File: src/rtl/im_port_arbiter_if.sv
// Bundle between im_port_arbiter and its environment: loader stream, F-stage
// fetch, IM array port and status. master = arbiter side, slave = environment.
interface im_port_arbiter_if #(
  parameter int AW = 12
);
  logic          ld_valid;
  logic [31:0]   ld_data;
  logic          ld_last;
  logic          ld_ready;
  logic          reload_req;
  logic [31:0]   f_pc;
  logic          f_gnt;
  logic [31:0]   f_instr;
  logic          f_fault;
  logic [AW-1:0] im_addr;
  logic          im_we;
  logic [31:0]   im_wdata;
  logic [31:0]   im_rdata;
  logic          run;
  logic [AW:0]   ld_count;
  logic          ld_ovf;
  logic [31:0]   ld_sum;

  modport master (
    input  ld_valid, ld_data, ld_last, reload_req, f_pc, im_rdata,
    output ld_ready, f_gnt, f_instr, f_fault, im_addr, im_we, im_wdata,
           run, ld_count, ld_ovf, ld_sum
  );

  modport slave (
    output ld_valid, ld_data, ld_last, reload_req, f_pc, im_rdata,
    input  ld_ready, f_gnt, f_instr, f_fault, im_addr, im_we, im_wdata,
           run, ld_count, ld_ovf, ld_sum
  );
endinterface

File: src/rtl/im_port_arbiter.sv
// Shares the single IM port between the image loader and F-stage fetch, sequencing
// IDLE -> LOAD -> RUN (-> FLUSH -> LOAD). Optional feature macro: IM_LOAD_CHECKSUM_EN.
module im_port_arbiter #(
  parameter int          IM_DEPTH  = 4096,
  parameter logic [31:0] BASE_ADDR = 32'h3000
) (
  input  logic                clk,
  input  logic                reset_n,
  im_port_arbiter_if.master   bus
);
  localparam int AW = $clog2(IM_DEPTH);

  localparam logic [1:0] S_IDLE  = 2'd0;
  localparam logic [1:0] S_LOAD  = 2'd1;
  localparam logic [1:0] S_RUN   = 2'd2;
  localparam logic [1:0] S_FLUSH = 2'd3;

  // Fetch window bounds held in 33 bits so the upper bound cannot wrap.
  localparam logic [32:0] WIN_LO   = {1'b0, BASE_ADDR};
  localparam logic [32:0] WIN_HI   = {1'b0, BASE_ADDR} + (33'(IM_DEPTH) << 2);
  localparam logic [AW:0] LAST_IDX = (AW+1)'(IM_DEPTH - 1);

  logic [1:0]  r_state;
  logic [1:0]  w_next;
  logic [AW:0] r_count;
  logic        r_ovf;
  logic        w_hs;
  logic        w_at_end;
  logic        w_entry;
  logic        w_fault;
  logic [32:0] w_pc33;
  logic [31:0] w_off;

  assign w_hs     = (r_state == S_LOAD) && bus.ld_valid;
  assign w_at_end = (r_count == LAST_IDX);
  assign w_entry  = (r_state == S_IDLE) || (r_state == S_FLUSH);
  assign w_pc33   = {1'b0, bus.f_pc};
  assign w_off    = bus.f_pc - BASE_ADDR;
  assign w_fault  = (bus.f_pc[1:0] != 2'b00) || (w_pc33 < WIN_LO) || (w_pc33 >= WIN_HI);

  // Next-state decode
  always_comb begin
    w_next = r_state;
    case (r_state)
      S_IDLE:  w_next = S_LOAD;
      S_LOAD: begin
        if (w_hs && (bus.ld_last || w_at_end)) begin
          w_next = S_RUN;
        end else begin
          w_next = S_LOAD;
        end
      end
      S_RUN: begin
        if (bus.reload_req) begin
          w_next = S_FLUSH;
        end else begin
          w_next = S_RUN;
        end
      end
      S_FLUSH: w_next = S_LOAD;
      default: w_next = S_IDLE;
    endcase
  end

  // State register
  always_ff @(posedge clk or negedge reset_n) begin
    if (!reset_n) begin
      r_state <= S_IDLE;
    end else begin
      r_state <= w_next;
    end
  end

  // Write pointer doubles as the word count; it stops at IM_DEPTH because LOAD exits there.
  always_ff @(posedge clk or negedge reset_n) begin
    if (!reset_n) begin
      r_count <= '0;
      r_ovf   <= 1'b0;
    end else begin
      if (w_entry) begin
        r_count <= '0;
      end else if (w_hs) begin
        r_count <= r_count + (AW+1)'(1);
      end
      if (w_hs && w_at_end && !bus.ld_last) begin
        r_ovf <= 1'b1;
      end
    end
  end

`ifdef IM_LOAD_CHECKSUM_EN
  logic [31:0] r_sum;

  // Running mod-2^32 sum of accepted loader words
  always_ff @(posedge clk or negedge reset_n) begin
    if (!reset_n) begin
      r_sum <= 32'h0;
    end else if (w_entry) begin
      r_sum <= 32'h0;
    end else if (w_hs) begin
      r_sum <= r_sum + bus.ld_data;
    end
  end

  assign bus.ld_sum = r_sum;
`else
  assign bus.ld_sum = 32'h0;
`endif

  // Port mux: the loader owns the IM in LOAD, the fetch path in RUN, nobody otherwise
  always_comb begin
    bus.ld_ready = 1'b0;
    bus.f_gnt    = 1'b0;
    bus.f_instr  = 32'h0;
    bus.f_fault  = 1'b0;
    bus.im_addr  = '0;
    bus.im_we    = 1'b0;
    bus.im_wdata = 32'h0;
    case (r_state)
      S_LOAD: begin
        bus.ld_ready = 1'b1;
        bus.im_addr  = r_count[AW-1:0];
        bus.im_we    = w_hs;
        if (w_hs) begin
          bus.im_wdata = bus.ld_data;
        end else begin
          bus.im_wdata = 32'h0;
        end
      end
      S_RUN: begin
        bus.f_gnt   = 1'b1;
        bus.im_addr = AW'(w_off >> 2);
        bus.f_fault = w_fault;
        if (w_fault) begin
          bus.f_instr = 32'h0;
        end else begin
          bus.f_instr = bus.im_rdata;
        end
      end
      default: begin
        bus.ld_ready = 1'b0;
      end
    endcase
  end

  assign bus.run      = (r_state == S_RUN);
  assign bus.ld_count = r_count;
  assign bus.ld_ovf   = r_ovf;
endmodule
File: src/flat_wrapper.sv
// flat-port wrapper written by rule: the top's interface ports become plain ports
module im_port_arbiter_flat 
#(
  parameter int          IM_DEPTH  = 4096,
  parameter logic [31:0] BASE_ADDR = 32'h3000
)
  (clk, reset_n, bus_ld_valid, bus_ld_data, bus_ld_last, bus_reload_req, bus_f_pc, bus_im_rdata, bus_ld_ready, bus_f_gnt, bus_f_instr, bus_f_fault, bus_im_addr, bus_im_we, bus_im_wdata, bus_run, bus_ld_count, bus_ld_ovf, bus_ld_sum);
  im_port_arbiter_if bus_i ();
  input  logic clk;
  input  logic reset_n;
  input wire logic [$bits(bus_i.ld_valid)-1:0] bus_ld_valid;
  input wire logic [$bits(bus_i.ld_data)-1:0] bus_ld_data;
  input wire logic [$bits(bus_i.ld_last)-1:0] bus_ld_last;
  input wire logic [$bits(bus_i.reload_req)-1:0] bus_reload_req;
  input wire logic [$bits(bus_i.f_pc)-1:0] bus_f_pc;
  input wire logic [$bits(bus_i.im_rdata)-1:0] bus_im_rdata;
  output wire logic [$bits(bus_i.ld_ready)-1:0] bus_ld_ready;
  output wire logic [$bits(bus_i.f_gnt)-1:0] bus_f_gnt;
  output wire logic [$bits(bus_i.f_instr)-1:0] bus_f_instr;
  output wire logic [$bits(bus_i.f_fault)-1:0] bus_f_fault;
  output wire logic [$bits(bus_i.im_addr)-1:0] bus_im_addr;
  output wire logic [$bits(bus_i.im_we)-1:0] bus_im_we;
  output wire logic [$bits(bus_i.im_wdata)-1:0] bus_im_wdata;
  output wire logic [$bits(bus_i.run)-1:0] bus_run;
  output wire logic [$bits(bus_i.ld_count)-1:0] bus_ld_count;
  output wire logic [$bits(bus_i.ld_ovf)-1:0] bus_ld_ovf;
  output wire logic [$bits(bus_i.ld_sum)-1:0] bus_ld_sum;
  assign bus_i.ld_valid = bus_ld_valid;
  assign bus_i.ld_data = bus_ld_data;
  assign bus_i.ld_last = bus_ld_last;
  assign bus_i.reload_req = bus_reload_req;
  assign bus_i.f_pc = bus_f_pc;
  assign bus_i.im_rdata = bus_im_rdata;
  assign bus_ld_ready = bus_i.ld_ready;
  assign bus_f_gnt = bus_i.f_gnt;
  assign bus_f_instr = bus_i.f_instr;
  assign bus_f_fault = bus_i.f_fault;
  assign bus_im_addr = bus_i.im_addr;
  assign bus_im_we = bus_i.im_we;
  assign bus_im_wdata = bus_i.im_wdata;
  assign bus_run = bus_i.run;
  assign bus_ld_count = bus_i.ld_count;
  assign bus_ld_ovf = bus_i.ld_ovf;
  assign bus_ld_sum = bus_i.ld_sum;
  im_port_arbiter #(.IM_DEPTH(IM_DEPTH), .BASE_ADDR(BASE_ADDR)) u_core (.clk(clk), .reset_n(reset_n), .bus(bus_i));
endmodule
File: config.mk
export PLATFORM = sky130hd
export DESIGN_NAME = im_port_arbiter_flat
export DESIGN_NICKNAME = d
export VERILOG_FILES = /design/src/rtl/im_port_arbiter_if.sv /design/src/rtl/im_port_arbiter.sv /design/src/flat_wrapper.sv
export SDC_FILE = /design/constraint.sdc
export NUM_CORES = 1
export LEC_CHECK = 0
export ABC_AREA = 1
export CORE_MARGIN = 2
export CORE_UTILIZATION = 27
export DETAILED_ROUTE_END_ITERATION = 8
export GPL_TIMING_DRIVEN = 0
export PLACE_DENSITY = 0.92
export SLEW_MARGIN = 10
export SYNTH_ARGS = -nofsm -noshare
export SYNTH_HDL_FRONTEND = slang
export SYNTH_SLANG_ARGS = --single-unit
File: constraint.sdc
create_clock -name clk -period 1.8 [get_ports clk]
set_input_delay 0.36 -clock clk [delete_from_list [all_inputs] [get_ports clk]]
set_output_delay 0.36 -clock clk [all_outputs]
set_load 0.1 [all_outputs]
==> summary.txt, run 1 <==
Floorplanning
  • Site row count: 30
  • Die width: approximately 88 um
  • I/O pin count: 228
  • Initial Utilization: roughly 28%
  • Core ar.: 6830 um2
  • Die area: slightly below 8000 um2
  • Die Y: 88.2 um

Route
  • Via density: ~4.7
  • Iteration-0 DRC Markers: 157
  • Remaining DRCs: 0
  • Antenna violation net count after detailed routing: 0
  • Total wire length: about 15000 um
  • Routed wire per std cell: about 22 um
  • First-pass iteration count of the detailed router: 5
  • Via count: roughly 3300

Global routing
  • Vias in the first global route: ~3500
  • Largest net degree at the start of global routing: 17
  • Initial antenna violation count: 0
  • Grt total ovfl: 0
  • GRT Util Overall: approximately 34%
  • First-pass GRT wire length: between 15000 and 20000 um

Critical path
  • WS Path Type: in2out
  • FF-to-FF path depth: 10
  • Worst r2r dst: u_core.bus.ld_count[8]
  • Worst EP required: approximately 1.4 ns
  • Crit start category: input port
  • CP endpoint kind: output pin
  • R2r startpoint: u_core.r_state[1]
  • Worst R2R Setup Slack: 0 ns
  • Setup crit end: bus_f_instr[25]
  • CP Max Fanout: 5
  • Worst EP arrival: roughly 1.8 ns
  • Critical Path Source: bus_f_pc[16]

STA
  • Period minus WS final: between 2 and 2.5 ns
  • Clk_skew: 0.0110 ns
  • Setup violators final: 80
  • Setup ws final: -0.378 ns
  • Worst-margin pin slew: 0.781 ns
  • Final hold vios: 0
  • RSZ-0062 raised after global routing: true
  • Fmax: about 460 MHz
  • Slew headroom: a little under half
  • Fin crit share: 121%
  • Pins Over Slew Limit: 0

Pwr
  • Power Dens Cells: between 900 and 1000 nW/um2
  • Net Sw Frac: 57.1%
  • Pint: approximately 2600 uW
  • Register share of total power: under 10%
  • LEAKAGE: around 0.0029 uW
  • Net load switching power: about 3500 uW
  • Logic pwr share: 87.6%
  • Clock Power Share: ~5.0%
  • Peak supply drop: approximately 0.74 mV
  • Final Power: about 6100 uW

Cells and area
  • Antenna Cells: 0
  • Post-route cell area: 6280 um2
  • Register area: roughly 410 um2
  • Multi-input gate area: around 1800 um2
  • FILL cells: about 230
  • Area growth syn-to-layout: 229%
  • Nets: 714
  • Final Util: approximately nine tenths
  • Proportion of layout cells with a drive suffix above 1: between 50% and 60%

Placed design
  • IO Port Bufs: 195
  • DP HPWL: 8090 um
  • Post-Place Cell Area: around 5000 um2
  • Dpl ws: -1.81 ns
  • Placer Congestion: around 0.88

CTS
  • CTS sink cnt: 16
  • CTS buffer count: 3
  • Clock buffer depth: 2
  • Clk root buf: clkbuf_8
  • # H-tree levels: 1
  • TritonCTS clock tree: done
  • Hold-fix buffers, CTS: 0
  • CTS clk-pin slew, worst paths: roughly 0.060 ns
  • Clock latency on the worst-skew pair: 0.27 ns

Yosys
  • Sequential area share after synthesis: between 20% and 30%
  • Synth area leader: dfrtp_1
  • #FFs+latches synth: 16
  • Yosys warnings: 0
  • Post-synth EDFFs: 0
  • Most numerous cell in the Yosys netlist: nor2_1
  • Post-synth top area share: about a fifth
  • Syn avg cell area: ~5.5 um2
  • Synth Instances: approximately 350
  • Mapped cell area: approximately 1900 um2
  • Top cells by area, synth: dfrtp_1, nor2_1, inv_1
  • Asr flop ratio synth: 100%
  • Cell variety after synth: 29
  • Commonest cells in the synthesized netlist: nor2_1, inv_1, nand2_1
  • Post-synth top flop: dfrtp_1

Flow run
  • Max Cap Viol: 0

Worst hold path
  • Worst Hold Launch: u_core.bus.ld_ovf
  • Hold Crit Class: reg2reg

Run status
  • Failing checks: negative setup slack
  • Status: complete, but fails checks
==> power by group through the flow <==
stage | sequential (uW) | combinational [uW] | clock [uW]
after floorplan | 582 | 3050 | 0
after global routing | 452 | 5420 | 311
after CTS | 445 | 4920 | 279
final | 447 | 5300 | 305
after detailed placement | 457 | 4010 | 0
after global placement | 453 | 3960 | 0
==> through the flow <==
stage / hold slack (ns) / instances / setup TNS, ns
2_1_floorplan: 0.0644 / 376 / -29.30
3_3_place_gp: 0.472 / 667 / -104.31
3_5_place_dp: 0.473 / 667 / -106.68
4_1_cts: 0.491 / 694 / -12.09
5_1_grt: 0.504 / 704 / -22.64
6_report: 0.485 / 704 / -19.79
==> routing by layer <==
metal	vias to the layer above	wire length, um	GRT usage, %
met5	-	0	0
met4	0	917	15.4
met1	1592	4740	33.0
met3	73	1150	8.77
li1	1454	-	-
met2	220	8460	67.2
==> registers in the layout, indices dropped and copies added, names as in the netlist <==
name,flops
u_core.bus.ld_count,13
u_core.bus.ld_ovf,1
u_core.r_state,2
==> critical path: stages <==
cell             delay (ns)
clkdlybuf4s15_1        0.22
nor2_2                 0.14
nand2_1                0.10
nor2_2                 0.15
nand4_1                0.16
buf_6                  0.20
buf_12                 0.15
nor2_4                 0.15
buf_12                 0.19
==> kinds of logic (layout without fill, tap and decap cells) <==
logic type | Yosys count | after routing | share of synthesized area (%)
buffers and inverters | 131 | 363 | 32.8
AO/OA/AOI/OAI | 26 | 26 | 7.52
AND/OR/NAND/NOR | 165 | 165 | 35.0
adder cells (fa/ha/maj) | 4 | 4 | 2.62
flip-flops | 16 | 16 | 20.9
other | 1 | 32 | 0.196
XOR/XNOR | 2 | 2 | 0.916
==> worst min-delay path by stage <==
| stage | to | slack (ns) | cells past startpoint |
|---|---|---|---|
| after floorplan | u_core.bus.ld_count[0] | 0.06 | 0 |
| after global placement | u_core.bus.ld_ovf | 0.47 | 1 |
| after detailed placement | u_core.bus.ld_ovf | 0.47 | 1 |
| after CTS | u_core.bus.ld_ovf | 0.49 | 1 |
| after global routing | u_core.bus.ld_ovf | 0.50 | 1 |
| final | u_core.bus.ld_ovf | 0.49 | 1 |
==> final cells by class <==
cell class                 instances  share of cell area (%)
clock buffer                       4                   0.717
sequential                        16                    6.57
buffer                            40                    6.77
inverter                          87                    5.36
multi-input combinational        229                    28.7
timing repair buffer             232                    50.0
tap                               96                    1.91
==> placed cells by master, fill, tap and decap left out, drive strengths merged, types with 2 or more instances in the layout <==
| cell | count |
|---|---|
| clkinvlp | 2 |
| dlygate4sd2 | 2 |
| nand2 | 59 |
| clkbuf | 23 |
| conb | 32 |
| inv | 84 |
| nor2 | 97 |
| ha | 4 |
| dfrtp | 16 |
| a21oi | 17 |
| a31oi | 2 |
| nand4 | 2 |
| clkdlybuf4s50 | 77 |
| o21ai | 3 |
| nand3 | 5 |
| buf | 154 |
| clkdlybuf4s15 | 19 |
==> what timing repair did <==
item	CTS	global route
setup buffers	18	13
endpoints found under the hold margin	0	0
resized for setup	838	47
cloned	7	1
pin swaps	36	27
endpoints found under the setup margin	95	82
No activity file was read; power rests on OpenSTA's default activity.
==> run 2: changes to the inputs <==
--- a/config.mk
+++ b/config.mk
@@ -11,6 +11,7 @@
 export DETAILED_ROUTE_END_ITERATION = 8
 export GPL_TIMING_DRIVEN = 0
 export PLACE_DENSITY = 0.92
+export REMOVE_ABC_BUFFERS = 1
 export SLEW_MARGIN = 10
 export SYNTH_ARGS = -nofsm -noshare
 export SYNTH_HDL_FRONTEND = slang
==> summary.txt, run 2 (synthesis results as in run 1) <==
Run status
  • Status: complete, but fails checks
  • Failing checks: negative setup slack

Cells and area
  • Most frequent cells in the layout: buf_12, inv_1, clkdlybuf4s50_1, nor2_4, nand2_1
  • Multi-input gate area: approximately 1900 um2
  • Register area: between 400 and 500 um2
  • Nets: 675
  • Proportion of layout cells with a drive suffix above 1: 44.9%
  • Area growth syn-to-layout: 209%
  • Non-Filler Instances: between 600 and 700
  • Max reg flops: 13
  • Most common cell after layout, fill and taps aside: buf_12
  • FILL cells: approximately 360
  • Final Util: roughly 87%
  • Antenna Cells: 0
  • Post-route cell area: 5920 um2

Global routing
  • Vias in the first global route: about 3100
  • First-pass GRT wire length: between 15000 and 20000 um
  • Largest net degree at the start of global routing: 18
  • Initial antenna violation count: 0
  • GRT Util Overall: 29.1%
  • Grt total ovfl: 0

Critical path
  • Worst EP arrival: about 1.7 ns
  • CP max stage cell: dfrtp_1
  • WS Path Type: reg2out
  • Cells along the critical path: buf_6 > ha_4 > buf_6 > buf_12 > nand2_8 > nor2_4 > buf_12
  • Worst r2r dst: u_core.bus.ld_count[8]
  • CP endpoint kind: output pin
  • FF-to-FF path depth: 11
  • Critical Path Source: u_core.r_state[0]
  • Crit start category: flop
  • Buf+Inv Stages, Crit Path: 4
  • Max incr delay on CP: about 0.4 ns
  • R2r startpoint: u_core.r_state[0]
  • Worst path depth: 7
  • Worst R2R Setup Slack: -0.10 ns
  • Largest delay contributor family on the critical path: buffers and inverters
  • Worst EP required: 1.44 ns
  • CP Max Fanout: 7

Placed design
  • Post-Place Cell Area: 3800 um2
  • Dpl cells: about 620
  • Placer Congestion: between 0.7 and 0.8
  • Dpl ws: -2.35 ns
  • IO Port Bufs: around 200
  • DP HPWL: around 6000 um

STA
  • RSZ-0062 raised after global routing: true
  • Setup ws final: -0.278 ns
  • Slew headroom: 50.0%
  • Period minus WS final: 2.08 ns
  • Final hold vios: 0
  • Worst-margin pin slew: approximately 0.75 ns
  • Fin crit share: 115%
  • Clk_skew: slightly below 0.0006 ns
  • Setup violators final: 81
  • Fmax: just under 500 MHz
  • Pins Over Slew Limit: 0

Route
  • Via count: between 3000 and 4000
  • Antenna violation net count after detailed routing: 0
  • Via density: 4.57
  • Remaining DRCs: 0
  • First-pass iteration count of the detailed router: 4
  • Total wire length: 13300 um
  • Iteration-0 DRC Markers: around 130
  • Routed wire per std cell: between 15 and 20 um

Worst hold path
  • WHS Endpoint: u_core.bus.ld_ovf
  • Worst Hold Launch: u_core.bus.ld_ovf
  • Hold Crit Depth: 1
  • Hold Crit Class: reg2reg

Floorplanning
  • Die area: about 8000 um2
  • Core ar.: 6830 um2
  • Initial Utilization: approximately 28%
  • I/O pin count: about 230
  • Site row count: 30
  • Die Y: roughly 88 um
  • Die width: a little under 90 um

CTS
  • CTS buffer count: 3
  • CTS clk-pin slew, worst paths: around 0.060 ns
  • # H-tree levels: 1
  • Clk root buf: clkbuf_8
  • TritonCTS clock tree: done
  • CTS sink cnt: 16
  • Clock latency on the worst-skew pair: about 0.24 ns
  • Clock buffer depth: 2

Pwr
  • Final Power: a little under 6000 uW
  • Power Dens Cells: just under 1000 nW/um2
  • Peak supply drop: between 1 and 1.5 mV
  • LEAKAGE: ~0.0026 uW

Flow run
  • Max Cap Viol: 0
run 2: power breakdown:
| part | leakage, uW | total (uW) | switching [uW] | internal (uW) |
|---|---|---|---|---|
| Combinational | 0.00238 | 5140 | 3350 | 1780 |
| Clock | 0.0000216 | 266 | 118 | 148 |
| Sequential | 0.000218 | 459 | 63.1 | 396 |
run 2: stage by stage:
stage / TNS [ns] / hold slack [ns]
floorplan: -224.68 / 0.0644
global placement: -147.29 / 0.463
detailed placement: -152.56 / 0.465
CTS: -10.31 / 0.483
global route: -18.73 / 0.536
finish: -15.27 / 0.484
run 2: layout make-up:
| cell class | count | share of cell area (%) |
|---|---|---|
| inverters | 87 | 5.73 |
| clock buffers | 3 | 0.698 |
| well taps | 96 | 2.03 |
| repair buffers | 227 | 52.4 |
| flip-flops and latches | 16 | 6.76 |
| multi-input cells | 235 | 32.4 |
run 2: worst max-delay path by stage:
stage                        to  slack, ns
2_1_floorplan    bus_f_instr[0]      -3.37
4_1_cts         bus_im_addr[10]      -0.20
6_report       bus_im_wdata[18]      -0.28
3_5_place_dp     bus_f_instr[6]      -2.35
5_1_grt         bus_f_instr[29]      -0.31
3_3_place_gp     bus_f_instr[7]      -2.26
run 2: worst reg2reg max path: stages (launching register included):
cell and delay [ns]:
dfrtp_1 0.39, buf_6 0.12, ha_4 0.19, buf_6 0.13, buf_12 0.13, nand2_8 0.12, buf_8 0.21, nor2_4 0.14
inv_2 0.07, nor2_4 0.09, nand2_1 0.08, a21oi_2 0.16
run 2: what timing repair did:
action | in CTS | in global routing
hold buffers | 0 | 0
gates cloned | 8 | 0
pin swaps | 33 | 28
gates resized for setup | 963 | 83
hold endpoints to repair | 0 | 0
setup buffers | 20 | 13
setup endpoints to repair | 111 | 88
run 2: layer usage:
layer | routed length [um] | vias up | track usage (%)
li1 | - | 1384 | -
met4 | 377 | 0 | 8.95
met1 | 4460 | 1425 | 30.7
met2 | 7380 | 191 | 57.0
met5 | 0 | - | 0
met3 | 1040 | 34 | 6.13
==> run 3: changes to the inputs <==
--- a/config.mk
+++ b/config.mk
@@ -6,11 +6,12 @@
 export NUM_CORES = 1
 export LEC_CHECK = 0
 export ABC_AREA = 1
+export CORE_ASPECT_RATIO = 2
 export CORE_MARGIN = 2
-export CORE_UTILIZATION = 27
+export CORE_UTILIZATION = 25
 export DETAILED_ROUTE_END_ITERATION = 8
 export GPL_TIMING_DRIVEN = 0
-export PLACE_DENSITY = 0.92
+export PLACE_DENSITY = 0.9
 export REMOVE_ABC_BUFFERS = 1
 export SLEW_MARGIN = 10
 export SYNTH_ARGS = -nofsm -noshare
==> constraint.sdc (replaced) <==
create_clock -name clk -period 1.9 [get_ports clk]
set_input_delay 0.38 -clock clk [delete_from_list [all_inputs] [get_ports clk]]
set_output_delay 0.38 -clock clk [all_outputs]
set_load 0.1 [all_outputs]
==> summary.txt, run 3 (synthesis results as in run 1) <==
Route
  • Antenna violation net count after detailed routing: 0
  • Remaining DRCs: 0
  • First-pass iteration count of the detailed router: 6
  • Total wire length: between 10000 and 15000 um
  • Via density: roughly 4.7
  • Iteration-0 DRC Markers: 183
  • Via count: approximately 3100
  • Routed wire per std cell: approximately 20 um

Placed design
  • Post-Place Cell Area: about 3800 um2
  • Dpl cells: 621
  • Placer Congestion: 0.809
  • IO Port Bufs: between 150 and 200
  • DP HPWL: 6320 um

Critical path
  • Largest delay contributor family on the critical path: buffers and inverters
  • WS Path Type: in2out
  • CP max stage cell: buf_6
  • Worst EP required: between 1.5 and 2 ns
  • Cells along the critical path: clkdlybuf4s15_1 > nor2_1 > nand2_1 > nor2_4 > buf_6 > nand4_1 > buf_6 > nor2_4 > buf_12
  • Max incr delay on CP: around 0.28 ns
  • Buf+Inv Stages, Crit Path: 4
  • Worst EP arrival: 1.91 ns
  • Crit start category: input port
  • CP Max Fanout: 7
  • Worst R2R Setup Slack: -0.02 ns
  • CP endpoint kind: output pin

Floorplanning
  • Die Y: approximately 130 um
  • Die area: between 8000 and 9000 um2
  • Initial Utilization: between 20% and 30%
  • Core ar.: 7490 um2
  • Die width: between 60 and 70 um
  • I/O pin count: approximately 230
  • Site row count: 45

Global routing
  • Largest net degree at the start of global routing: 18
  • GRT Util Overall: a little over a quarter
  • Initial antenna violation count: 1
  • Grt total ovfl: 0
  • Vias in the first global route: around 3200
  • First-pass GRT wire length: approximately 17000 um

STA
  • Fin crit share: 121%
  • RSZ-0062 raised after global routing: true
  • Total negative slack: -14.64 ns
  • Pins Over Slew Limit: 0
  • Worst-margin pin slew: ~0.97 ns
  • Clk_skew: between 0.003 and 0.004 ns
  • Slew headroom: between 30% and 40%
  • Setup ws final: -0.391 ns
  • Setup violators final: 80
  • Period minus WS final: 2.29 ns
  • Fmax: roughly 440 MHz
  • Final hold vios: 0

Run status
  • Status: complete, but fails checks
  • Failing checks: negative setup slack

Cells and area
  • Post-route cell area: between 5000 and 6000 um2
  • Most common cell after layout, fill and taps aside: buf_12
  • Nets: 681
  • Area growth syn-to-layout: 213%
  • Non-Filler Instances: 670
  • Most frequent cells in the layout: buf_12, inv_1, clkdlybuf4s50_1, nor2_4, nand2_1
  • Proportion of layout cells with a drive suffix above 1: 46.6%
  • Max reg flops: 13

CTS
  • Hold-fix buffers, CTS: 0
  • Clock buffer depth: 2
  • CTS buffer count: 3
  • # H-tree levels: 1
  • Clk root buf: clkbuf_16
  • TritonCTS clock tree: done
  • CTS sink cnt: 16
  • CTS clk-pin slew, worst paths: about 0.05 ns
  • Clock latency on the worst-skew pair: ~0.25 ns

Pwr
  • LEAKAGE: roughly 0.0027 uW
  • Peak supply drop: about 1.3 mV
  • Power Dens Cells: roughly 930 nW/um2

Flow run
  • Max Cap Viol: 0

Worst hold path
  • Hold Crit Class: reg2reg
==> run 3: layer usage <==
| metal | routed length (um) | GRT usage [%] | vias to the layer above |
|---|---|---|---|
| met1 | 4020 | 25.7 | 1437 |
| met2 | 6840 | 49.7 | 277 |
| li1 | - | - | 1394 |
| met4 | 513 | 12.0 | 0 |
| met3 | 1780 | 11.0 | 37 |
| met5 | 0 | 0 | - |
==> run 3: final timing paths <==
path | start | end | cells past startpoint
max in group asynchronous | reset_n | u_core.r_state[1] | 1
worst max register to register | u_core.r_state[1] | u_core.bus.ld_count[5] | 11
worst max-delay path | bus_f_pc[26] | bus_f_instr[25] | 9
worst min register to register | u_core.bus.ld_ovf | u_core.bus.ld_ovf | 1
worst min-delay path | u_core.bus.ld_ovf | u_core.bus.ld_ovf | 1
min in group asynchronous | reset_n | u_core.bus.ld_count[4] | 1
==> run 3: timing repair <==
item | CTS | global route
pin swaps | 38 | 38
endpoints found under the setup margin | 111 | 87
cloned | 8 | 0
setup buffers | 24 | 17
endpoints found under the hold margin | 0 | 0
gates resized for setup | 971 | 107
==> run 3: stage by stage <==
stage	hold slack [ns]	setup WS [ns]	total power [uW]	util [%]
finish	0.521	-0.391	5560	79.9
global route	0.533	-0.408	5700	79.9
CTS	0.527	-0.265	4990	74.1
detailed placement	0.495	-2.45	3330	50.7
global placement	0.472	-2.42	3320	50.7
floorplan	0.0844	-3.29	2570	-
==> run 3: layout make-up <==
| type | instances | area [um2] |
|---|---|---|
| Tap cell | 94 | 118 |
| Timing Repair Buffer | 233 | 3150 |
| Clock buffer | 4 | 88.8 |
| Inverter | 87 | 337 |
| Multi-Input combinational cell | 235 | 1890 |
| Antenna cell | 1 | 2.50 |
| Sequential cell | 16 | 400 |
| Fill cell | 370 | 1510 |
==> run 3: report_power, final <==
group / internal [uW] / switching [uW]
clock: 321 / 144
combinational: 1600 / 3070
sequential: 376 / 48.3
total: 2300 / 3260
